`src/rtl/time_counter_if.sv`:
```
// Signal bundle between the time-of-day counter and its surroundings.
// Carries the run/set controls and the BCD time outputs. When
// TIME_COUNTER_ALARM_EN is defined the alarm controls and outputs are
// added to the bundle as well.
interface time_counter_if;

   // Controls driven towards the counter
   logic       enb;
   logic       set_mode;
   logic       inc_min;
   logic       inc_hr;

   // Registered time outputs, BCD {tens, units}
   logic [7:0] hh;
   logic [7:0] mm;
   logic [7:0] ss;
   logic       min_tick;

`ifdef TIME_COUNTER_ALARM_EN
   logic       alarm_sel;
   logic       alarm_arm;
   logic [7:0] alarm_hh;
   logic [7:0] alarm_mm;
   logic       alarm;

   modport master (
      output enb, set_mode, inc_min, inc_hr, alarm_sel, alarm_arm,
      input  hh, mm, ss, min_tick, alarm_hh, alarm_mm, alarm
   );

   modport slave (
      input  enb, set_mode, inc_min, inc_hr, alarm_sel, alarm_arm,
      output hh, mm, ss, min_tick, alarm_hh, alarm_mm, alarm
   );
`else
   modport master (
      output enb, set_mode, inc_min, inc_hr,
      input  hh, mm, ss, min_tick
   );

   modport slave (
      input  enb, set_mode, inc_min, inc_hr,
      output hh, mm, ss, min_tick
   );
`endif

endinterface : time_counter_if

```
`src/rtl/time_counter.sv`:
```
// BCD time-of-day counter (hh:mm:ss, 24-hour) advanced by a 1 Hz enable.
// Run mode counts seconds with carries into minutes and hours and emits a
// one-cycle min_tick on every seconds wrap. Set mode freezes counting,
// holds seconds at 00 and lets inc_min / inc_hr step the minutes and hours
// with no carry between them.
// Optional feature: define TIME_COUNTER_ALARM_EN to add an hh:mm alarm
// with its own set path (alarm_sel) and an arm input.
module time_counter #(
   parameter logic [7:0] RST_HH = 8'h00,
   parameter logic [7:0] RST_MM = 8'h00
) (
   input logic           clk,
   input logic           rst_n,
   time_counter_if.slave tc
);

   // BCD +1 modulo 60; bit 8 is the carry out of the 59->00 wrap.
   // Anything at or above 59 wraps, so a corrupt value cannot escape BCD.
   function automatic logic [8:0] bcd_inc60(input logic [7:0] v);
      logic [8:0] r;
      if (v >= 8'h59)
         r = {1'b1, 8'h00};
      else if (v[3:0] >= 4'd9)
         r = {1'b0, v[7:4] + 4'd1, 4'd0};
      else
         r = {1'b0, v[7:4], v[3:0] + 4'd1};
      return r;
   endfunction

   // BCD +1 modulo 24; hours never carry anywhere.
   function automatic logic [7:0] bcd_inc24(input logic [7:0] v);
      logic [7:0] r;
      if (v >= 8'h23)
         r = 8'h00;
      else if (v[3:0] >= 4'd9)
         r = {v[7:4] + 4'd1, 4'd0};
      else
         r = {v[7:4], v[3:0] + 4'd1};
      return r;
   endfunction

   logic [7:0] hh_q, mm_q, ss_q;
   logic       tick_q;
   logic [7:0] hh_d, mm_d, ss_d;
   logic       tick_d;

   logic [8:0] sec_inc;
   logic [8:0] min_inc;
   logic [7:0] hr_inc;

   // Set-mode edits aimed at the time registers (not at the alarm)
   logic       edit_alarm;
   logic       set_min;
   logic       set_hr;

   assign sec_inc = bcd_inc60(ss_q);
   assign min_inc = bcd_inc60(mm_q);
   assign hr_inc  = bcd_inc24(hh_q);

`ifdef TIME_COUNTER_ALARM_EN
   assign edit_alarm = tc.alarm_sel;
`else
   assign edit_alarm = 1'b0;
`endif

   assign set_min = tc.set_mode & tc.inc_min & ~edit_alarm;
   assign set_hr  = tc.set_mode & tc.inc_hr  & ~edit_alarm;

   // Next time value: set-mode edits, or run-mode seconds with carries
   always_comb begin
      hh_d   = hh_q;
      mm_d   = mm_q;
      ss_d   = ss_q;
      tick_d = 1'b0;
      if (tc.set_mode) begin
         ss_d = 8'h00;
         if (set_min)
            mm_d = min_inc[7:0];
         if (set_hr)
            hh_d = hr_inc;
      end else if (tc.enb) begin
         ss_d = sec_inc[7:0];
         if (sec_inc[8]) begin
            tick_d = 1'b1;
            mm_d   = min_inc[7:0];
            if (min_inc[8])
               hh_d = hr_inc;
         end
      end
   end

   // Time registers; reset drops every pending increment
   always_ff @(posedge clk or negedge rst_n) begin
      if (!rst_n) begin
         hh_q   <= RST_HH;
         mm_q   <= RST_MM;
         ss_q   <= 8'h00;
         tick_q <= 1'b0;
      end else begin
         hh_q   <= hh_d;
         mm_q   <= mm_d;
         ss_q   <= ss_d;
         tick_q <= tick_d;
      end
   end

   assign tc.hh       = hh_q;
   assign tc.mm       = mm_q;
   assign tc.ss       = ss_q;
   assign tc.min_tick = tick_q;

`ifdef TIME_COUNTER_ALARM_EN
   logic [7:0] ahh_q, amm_q;
   logic       alarm_q;
   logic [7:0] ahh_d, amm_d;
   logic       alarm_d;
   logic [8:0] amin_inc;
   logic [7:0] ahr_inc;
   logic       alarm_match;

   assign amin_inc = bcd_inc60(amm_q);
   assign ahr_inc  = bcd_inc24(ahh_q);

   // Only an exact hh:mm:00 hit while counting can raise the alarm
   assign alarm_match = ~tc.set_mode & tc.alarm_arm &
                        (hh_q == ahh_q) & (mm_q == amm_q) & (ss_q == 8'h00);

   // Alarm time edits (same wrap rules as the clock) and alarm latch
   always_comb begin
      ahh_d   = ahh_q;
      amm_d   = amm_q;
      alarm_d = alarm_q;
      if (tc.set_mode && tc.alarm_sel) begin
         if (tc.inc_min)
            amm_d = amin_inc[7:0];
         if (tc.inc_hr)
            ahh_d = ahr_inc;
      end
      if (!tc.alarm_arm || tc.set_mode)
         alarm_d = 1'b0;
      else if (alarm_match)
         alarm_d = 1'b1;
      else if (mm_d != mm_q)
         alarm_d = 1'b0;
   end

   // Alarm registers
   always_ff @(posedge clk or negedge rst_n) begin
      if (!rst_n) begin
         ahh_q   <= 8'h00;
         amm_q   <= 8'h00;
         alarm_q <= 1'b0;
      end else begin
         ahh_q   <= ahh_d;
         amm_q   <= amm_d;
         alarm_q <= alarm_d;
      end
   end

   assign tc.alarm_hh = ahh_q;
   assign tc.alarm_mm = amm_q;
   assign tc.alarm    = alarm_q;
`endif

endmodule : time_counter
```
`src/flat_wrapper.sv`:
```
// flat-port wrapper written by rule: the top's interface ports become plain ports
module time_counter_flat 
#(
   parameter logic [7:0] RST_HH = 8'h00,
   parameter logic [7:0] RST_MM = 8'h00
)
  (clk, rst_n, tc_enb, tc_set_mode, tc_inc_min, tc_inc_hr, tc_hh, tc_mm, tc_ss, tc_min_tick);
  time_counter_if tc_i ();
  input logic clk;
  input logic rst_n;
  input wire logic [$bits(tc_i.enb)-1:0] tc_enb;
  input wire logic [$bits(tc_i.set_mode)-1:0] tc_set_mode;
  input wire logic [$bits(tc_i.inc_min)-1:0] tc_inc_min;
  input wire logic [$bits(tc_i.inc_hr)-1:0] tc_inc_hr;
  output wire logic [$bits(tc_i.hh)-1:0] tc_hh;
  output wire logic [$bits(tc_i.mm)-1:0] tc_mm;
  output wire logic [$bits(tc_i.ss)-1:0] tc_ss;
  output wire logic [$bits(tc_i.min_tick)-1:0] tc_min_tick;
  assign tc_i.enb = tc_enb;
  assign tc_i.set_mode = tc_set_mode;
  assign tc_i.inc_min = tc_inc_min;
  assign tc_i.inc_hr = tc_inc_hr;
  assign tc_hh = tc_i.hh;
  assign tc_mm = tc_i.mm;
  assign tc_ss = tc_i.ss;
  assign tc_min_tick = tc_i.min_tick;
  time_counter #(.RST_HH(RST_HH), .RST_MM(RST_MM)) u_core (.clk(clk), .rst_n(rst_n), .tc(tc_i));
endmodule
```
`config.mk`:
```
export PLATFORM = sky130hd
export DESIGN_NAME = time_counter_flat
export DESIGN_NICKNAME = d
export VERILOG_FILES = /design/src/rtl/time_counter_if.sv /design/src/rtl/time_counter.sv /design/src/flat_wrapper.sv
export SDC_FILE = /design/constraint.sdc
export NUM_CORES = 1
export LEC_CHECK = 0
export CAP_MARGIN = 20
export CORE_MARGIN = 2
export CORE_UTILIZATION = 40
export DETAILED_ROUTE_END_ITERATION = 10
export PLACE_DENSITY = 0.68
export SLEW_MARGIN = 20
export SYNTH_ARGS = -nofsm -noshare
export SYNTH_HDL_FRONTEND = slang
export SYNTH_SLANG_ARGS = --single-unit
```
`constraint.sdc`:
```
create_clock -name clk -period 1.85 [get_ports clk]
set_input_delay 0.185 -clock clk [delete_from_list [all_inputs] [get_ports clk]]
set_output_delay 0.185 -clock clk [all_outputs]
set_load 0.01 [all_outputs]
```
==> reports/metrics.yaml, run 1 <==
run_status:
  outcome: "finished, violations left"
  failed_checks: "negative setup slack"
floorplan:
  core-area_um2: 3420
  initial_core_util_pct: 42.3
  die_w_um: 64.1
  die_area_um2: 4110
  fp.dieH_um: 64.1
  io_pins: 31
  row_count: 21
setup_path:
  path_buf_inv: 0
  cp_cell_sequence: "ha_2 > or3b_4 > a22o_4 > a21oi_4 > nor2_4 > a41o_1"
  critical_path_arrival_ns: 2.16
  required_ns: 2.06
  cp_slowest_cell: "dfrtp_1"
  start_kind: "flip-flop"
  crit_type: "flip-flop to flip-flop"
  crit_fanout: 7
  cpPeakStageDelay_ns: 0.43
  critPathCaptureType: "flip-flop"
  crit_family: "compound AO/OA/AOI/OAI gates"
clocking:
  cts-buffers-inserted: 3
  clk_latency_ns: 0.32
  h-tree-depth: 1
  cts_tree: "built"
  cts_buffer_depth: 2
  clock-sinks: 25
  path_clk_slew_ns: 0.14
  cts_root_buffer: "clkbuf_4"
synth:
  yosys-top-cells-area: "dfrtp_1 (43%), ha_1 (13%), o21ai_0 (4.2%)"
  dominantRegCellSynth: "dfrtp_1"
  synth_top_cell_by_area: "dfrtp_1"
  ys_seq_area_share_pct: 43.3
  yosys_warnings: 0
  synth.distinct_cells: 43
  syn_avg_cell_area_um2: 10.2
  synth_top_area_share_pct: 43.3
  ys_seq_elements: 25
  syn-cell-area_um2: 1450
  synth_fp_nets: 163
  synthCells: 142
  async_flop_share_pct: 100
  synth_edf_count: 0
grt:
  grtUsageTotal_pct: 17.3
  antenna_found_initial: 0
  grt_pass1_vias: 1333
  grt_start_max_net_pins: 26
  overflow: 0
  grt_pass1_wl_mm: 5.67
min_path:
  hold_class: "input pin to asynchronous set/reset pin"
placement:
  dp_cells: 237
  place_congestion: 0.841
  port_buffers: 30
  dp_hpwl_mm: 2.46
  place_ws_ns: -0.129
timing:
  whs_ns: 0.217
  clock_skew_ns: 0.00736
  clock.fmax_ghz: 0.515
  fin_crit_sh_pct: 105
  maxSlewViolCount: 0
  setup_viol: 13
  rsz0062_at_grt: "true"
  setup_slack_ns: -0.0916
  hold_viol: 0
  finalCriticalPeriod_ns: 1.94
  slew_headroom_pct: 75.1
  worst_slew_pin_slew_ns: 0.372
  tns_ns: -0.597
power_and_ir_drop:
  peakVddDrop_mv: 0.675
  p_leak_nw: 1.02
  powerDensity_nw_per_um2: 1040
routing:
  wire_per_inst_um: 14.1
  drtPass1Iterations: 4
  route.detailed.drc: 0
  route.vias.total: 1298
  first_iter_violations: 83
  routed_wl_mm: 3.56
  antenna_left: 0
  vias_per_cell: 5.15
run:
  maxCapViolCount: 0
cells_and_area:
  area_growth_pct: 51.6
  antennaDiodeCount: 0
  finalNetCount: 228
  drive_above_1_share_pct: 33.0
  fin_cells: 252
-- layout make-up --
type / instances / area (um2)
fill: 269 / 1220
multi-input combinational: 100 / 867
sequential: 25 / 627
timing repair buffer: 63 / 563
tap: 46 / 57.6
inverter: 14 / 52.6
clock buffer: 4 / 26.3
-- where the power goes --
part,total (mW),switching [mW],internal [mW]
Combinational,1.24,0.556,0.687
Clock,0.245,0.160,0.0843
Sequential,0.803,0.133,0.670
Total,2.29,0.849,1.44
-- worst register-to-register path, cell delays in order (launching register included) --
cell and delay, ns:
dfrtp_1 0.43, ha_2 0.20, or3b_4 0.40, a22o_4 0.25, a21oi_4 0.28, nor2_4 0.10
a41o_1 0.19
-- synth_stat cells, drive strengths merged (2+ instances only) --
cell,count
dfrtp,25
ha,15
inv,14
o21ai,12
nor2,10
nand2,6
a21oi,4
nand2b,4
nor2b,4
a21o,3
nor3,3
nor3b,3
o22ai,3
o31ai,3
clkbuf,2
mux2i,2
nand3,2
o41ai,2
or3,2
or3b,2
xor2,2
-- flip-flops by register name (all words and copies together) (netlist names) --
register and flops:
u_core.tc.hh 8, u_core.tc.min_tick 1, u_core.tc.mm 8, u_core.tc.ss 8
-- metal layers --
metal	share of wire (%)	GRT usage [%]	vias up
li1	-	-	641
met1	44	19.9	614
met2	51	32.8	37
met3	3.9	4.05	6
met4	1.1	2.39	0
met5	0	0	-
-- kinds of logic (layout without fill, tap and decap cells) --
group	count (synthesis)	in the layout	share of synthesized area, %
adders and majority gates	15	15	13.0
buffers and inverters	17	81	4.93
xor gates and xnor gates	2	2	1.21
and+or+nand+nor	42	42	16.9
DFF	25	25	43.3
muxes	3	3	2.16
AOI/OAI and AO/OA	38	38	18.6
-- repair_timing --
item / 4_1_cts / 5_1_grt
pin swaps: 6 / 13
hold buffers: 0 / 0
buffers inserted: 6 / 5
gates resized for setup: 6 / 27
endpoints found under the setup margin: 13 / 20
-- cell usage in the layout (no fill, tap or decap), types with 3 or more instances in the layout --
| cell | count |
|---|---|
| inv_2 | 5 |
| nand2b_1 | 3 |
| nor3b_1 | 3 |
| ha_4 | 3 |
| buf_6 | 4 |
| nor2_1 | 9 |
| o21ai_1 | 5 |
| ha_1 | 10 |
| clkdlybuf4s50_1 | 30 |
| inv_1 | 9 |
| dfrtp_1 | 24 |
| a21o_1 | 3 |
| clkbuf_4 | 3 |
| o31ai_1 | 3 |
| nand2_1 | 4 |
| nor2b_1 | 3 |
| buf_4 | 29 |
| o21ai_0 | 6 |
-- path summary, 6_finish.rpt --
path | endpoint | slack [ns] | cells past startpoint | startpoint
hold reg to reg | u_core.tc.mm[4] | 0.55 | 1 | u_core.tc.mm[4]
max in group asynchronous | u_core.tc.ss[0] | 1.37 | 2 | rst_n
min in group clk | u_core.tc.mm[4] | 0.55 | 1 | u_core.tc.mm[4]
setup reg to reg | u_core.tc.hh[2] | -0.09 | 6 | u_core.tc.mm[0]
setup / recovery | u_core.tc.hh[2] | -0.09 | 6 | u_core.tc.mm[0]
hold / removal | u_core.tc.ss[2] | 0.22 | 2 | rst_n
-- metrics by stage --
| step | power, mW | area (um2) | util (%) |
|---|---|---|---|
| 4_1_cts | 2.19 | 2060 | 60.4 |
| 2_1_floorplan | 1.31 | 1470 | - |
| 6_report | 2.29 | 2190 | 64.2 |
| 3_3_place_gp | 1.83 | 1970 | 57.8 |
| 3_5_place_dp | 1.87 | 1970 | 57.8 |
| 5_1_grt | 2.46 | 2190 | 64.2 |
Power figures use the tool's default switching activity.
==> run 2, diff against run 1 <==
--- a/config.mk
+++ b/config.mk
@@ -6,6 +6,7 @@
 export NUM_CORES = 1
 export LEC_CHECK = 0
 export CAP_MARGIN = 20
+export CORE_ASPECT_RATIO = 1.25
 export CORE_MARGIN = 2
 export CORE_UTILIZATION = 40
 export DETAILED_ROUTE_END_ITERATION = 10
==> reports/metrics.yaml, run 2 (synthesis gave the netlist of run 1 again) <==
timing:
  setup_viol: 11  # was 13
  tns_ns: -0.408  # was -0.597 ns
  clock.fmax_ghz: 0.512  # was 0.515 GHz
  rsz0062_at_grt: "true"  # unchanged
  slew_headroom_pct: 77.7  # was 75.1%
  worst_slew_pin_slew_ns: 0.330  # was 0.372 ns
  clock_skew_ns: 0.00650  # was 0.00736 ns
  hold_viol: 0  # unchanged
  fin_crit_sh_pct: 106  # was 105%
  whs_ns: 0.283  # was 0.217 ns
  finalCriticalPeriod_ns: 1.95  # was 1.94 ns
  setup_slack_ns: -0.104  # was -0.0916 ns
  maxSlewViolCount: 0  # unchanged
placement:
  dp_hpwl_mm: 2.50  # was 2.46 mm
  place_congestion: 0.870  # was 0.841
  post_dp_cell_area_um2: 1970  # about the same
  port_buffers: 30  # unchanged
  place_ws_ns: -0.113  # was -0.129 ns
power_and_ir_drop:
  powerDensity_nw_per_um2: 1070  # was 1040 nW/um2
  peakVddDrop_mv: 0.756  # was 0.675 mV
  p_leak_nw: 1.01  # was 1.02 nW
routing:
  route.detailed.drc: 0  # unchanged
  first_iter_violations: 29  # was 83
  wire_per_inst_um: 15.0  # was 14.1 um
  vias_per_cell: 5.33  # was 5.15
  antenna_left: 0  # unchanged
  route.vias.total: 1307  # was 1298
  routed_wl_mm: 3.67  # was 3.56 mm
  drtPass1Iterations: 4  # unchanged
setup_path:
  crit_type: "flip-flop to flip-flop"  # unchanged
  critPathCaptureType: "flip-flop"  # unchanged
  r2r-start: "u_core.tc.ss[0]"  # was u_core.tc.mm[0]
  cp-startpoint: "u_core.tc.ss[0]"  # was u_core.tc.mm[0]
  crit_fanout: 6  # was 7
  required_ns: 2.00  # was 2.06 ns
  start_kind: "flip-flop"  # unchanged
  critical_path_arrival_ns: 2.10  # was 2.16 ns
clocking:
  cts_buffer_depth: 2  # unchanged
  clk_latency_ns: 0.27  # was 0.32 ns
  cts_tree: "built"  # unchanged
  cts_root_buffer: "clkbuf_8"  # was clkbuf_4
  h-tree-depth: 1  # unchanged
  holdBufCountCts: 0  # unchanged
  cts-buffers-inserted: 3  # unchanged
  clock-sinks: 25  # unchanged
  path_clk_slew_ns: 0.09  # was 0.14 ns
floorplan:
  die_area_um2: 4120  # was 4110 um2
  fp.dieH_um: 71.2  # was 64.1 um
  io_pins: 31  # unchanged
  row_count: 24  # was 21
  core-area_um2: 3480  # was 3420 um2
  die_w_um: 57.8  # was 64.1 um
  initial_core_util_pct: 41.5  # was 42.3%
grt:
  overflow: 0  # unchanged
  antenna_found_initial: 0  # unchanged
  grt_pass1_vias: 1358  # was 1333
  grtUsageTotal_pct: 18.2  # was 17.3%
  grt_pass1_wl_mm: 5.97  # was 5.67 mm
  grt_start_max_net_pins: 26  # unchanged
cells_and_area:
  drive_above_1_share_pct: 33.5  # was 33.0%
  area_growth_pct: 54.2  # was 51.6%
  finalInstanceArea_um2: 2230  # was 2190 um2
  num-fill-cells: 275  # was 269
  final_cell_mix: "clkdlybuf4s50_1 (30), buf_4 (30), dfrtp_1 (24)"  # was clkdlybuf4s50_1 (30), buf_4 (29), dfrtp_1 (24)
  finalNetCount: 228  # unchanged
  postLayoutCoreUtil_pct: 64.0  # was 64.2%
  antennaDiodeCount: 0  # unchanged
run_status:
  outcome: "finished, violations left"  # unchanged
  failed_checks: "negative setup slack"  # unchanged
min_path:
  hold_class: "input pin to asynchronous set/reset pin"  # unchanged
run:
  maxCapViolCount: 0  # unchanged
run 2: stage by stage:
step                power, mW  cells
detailed placement       1.89    230
floorplan                1.31    142
finish                   2.40    245
global route             2.56    245
global placement         1.84    230
CTS                      2.30    237
run 2: metal layers:
| layer | vias up | part of all wire (%) | track usage [%] |
|---|---|---|---|
| met4 | 0 | 1.3 | 6.46 |
| met2 | 32 | 54 | 32.8 |
| met5 | - | 0 | 0 |
| met3 | 6 | 2.7 | 2.17 |
| li1 | 632 | - | - |
| met1 | 637 | 42 | 22.1 |
run 2: final timing paths:
check,cells after the start,to,slack [ns]
setup reg to reg,8,u_core.tc.hh[3],-0.10
min in group clk,1,u_core.tc.hh[6],0.54
hold reg to reg,1,u_core.tc.hh[6],0.54
max in group asynchronous,2,u_core.tc.ss[0],1.30
setup / recovery,8,u_core.tc.hh[3],-0.10
hold / removal,2,u_core.tc.ss[1],0.28
run 2: layout make-up:
class | count | area [um2] | share of cell area, %
Multi-Input combinational cell | 100 | 898 | 40.3
Tap cell | 39 | 48.8 | 2.19
Timing Repair Buffer | 63 | 559 | 25.1
Sequential cell | 25 | 627 | 28.1
Inverter | 14 | 52.6 | 2.36
Clock buffer | 4 | 45.0 | 2.02
run 2: critical path: stages (launching register included):
cell	delay [ns]
dfrtp_2	0.44
inv_2	0.09
ha_4	0.12
or3b_4	0.37
a22oi_2	0.22
nor2b_4	0.28
buf_6	0.14
nor3_2	0.04
a2bb2oi_1	0.13
run 2: power by group:
group / internal, mW / leakage, nW / switching, mW
clock: 0.154 / 0.0228 / 0.177
combinational: 0.673 / 0.656 / 0.582
sequential: 0.671 / 0.332 / 0.140
total: 1.50 / 1.01 / 0.898
run 2: repair_timing:
| item | 4_1_cts | 5_1_grt |
|---|---|---|
| buffers inserted | 3 | 8 |
| resized for setup | 10 | 25 |
| endpoints found under the setup margin | 13 | 20 |
| pin swaps | 8 | 13 |
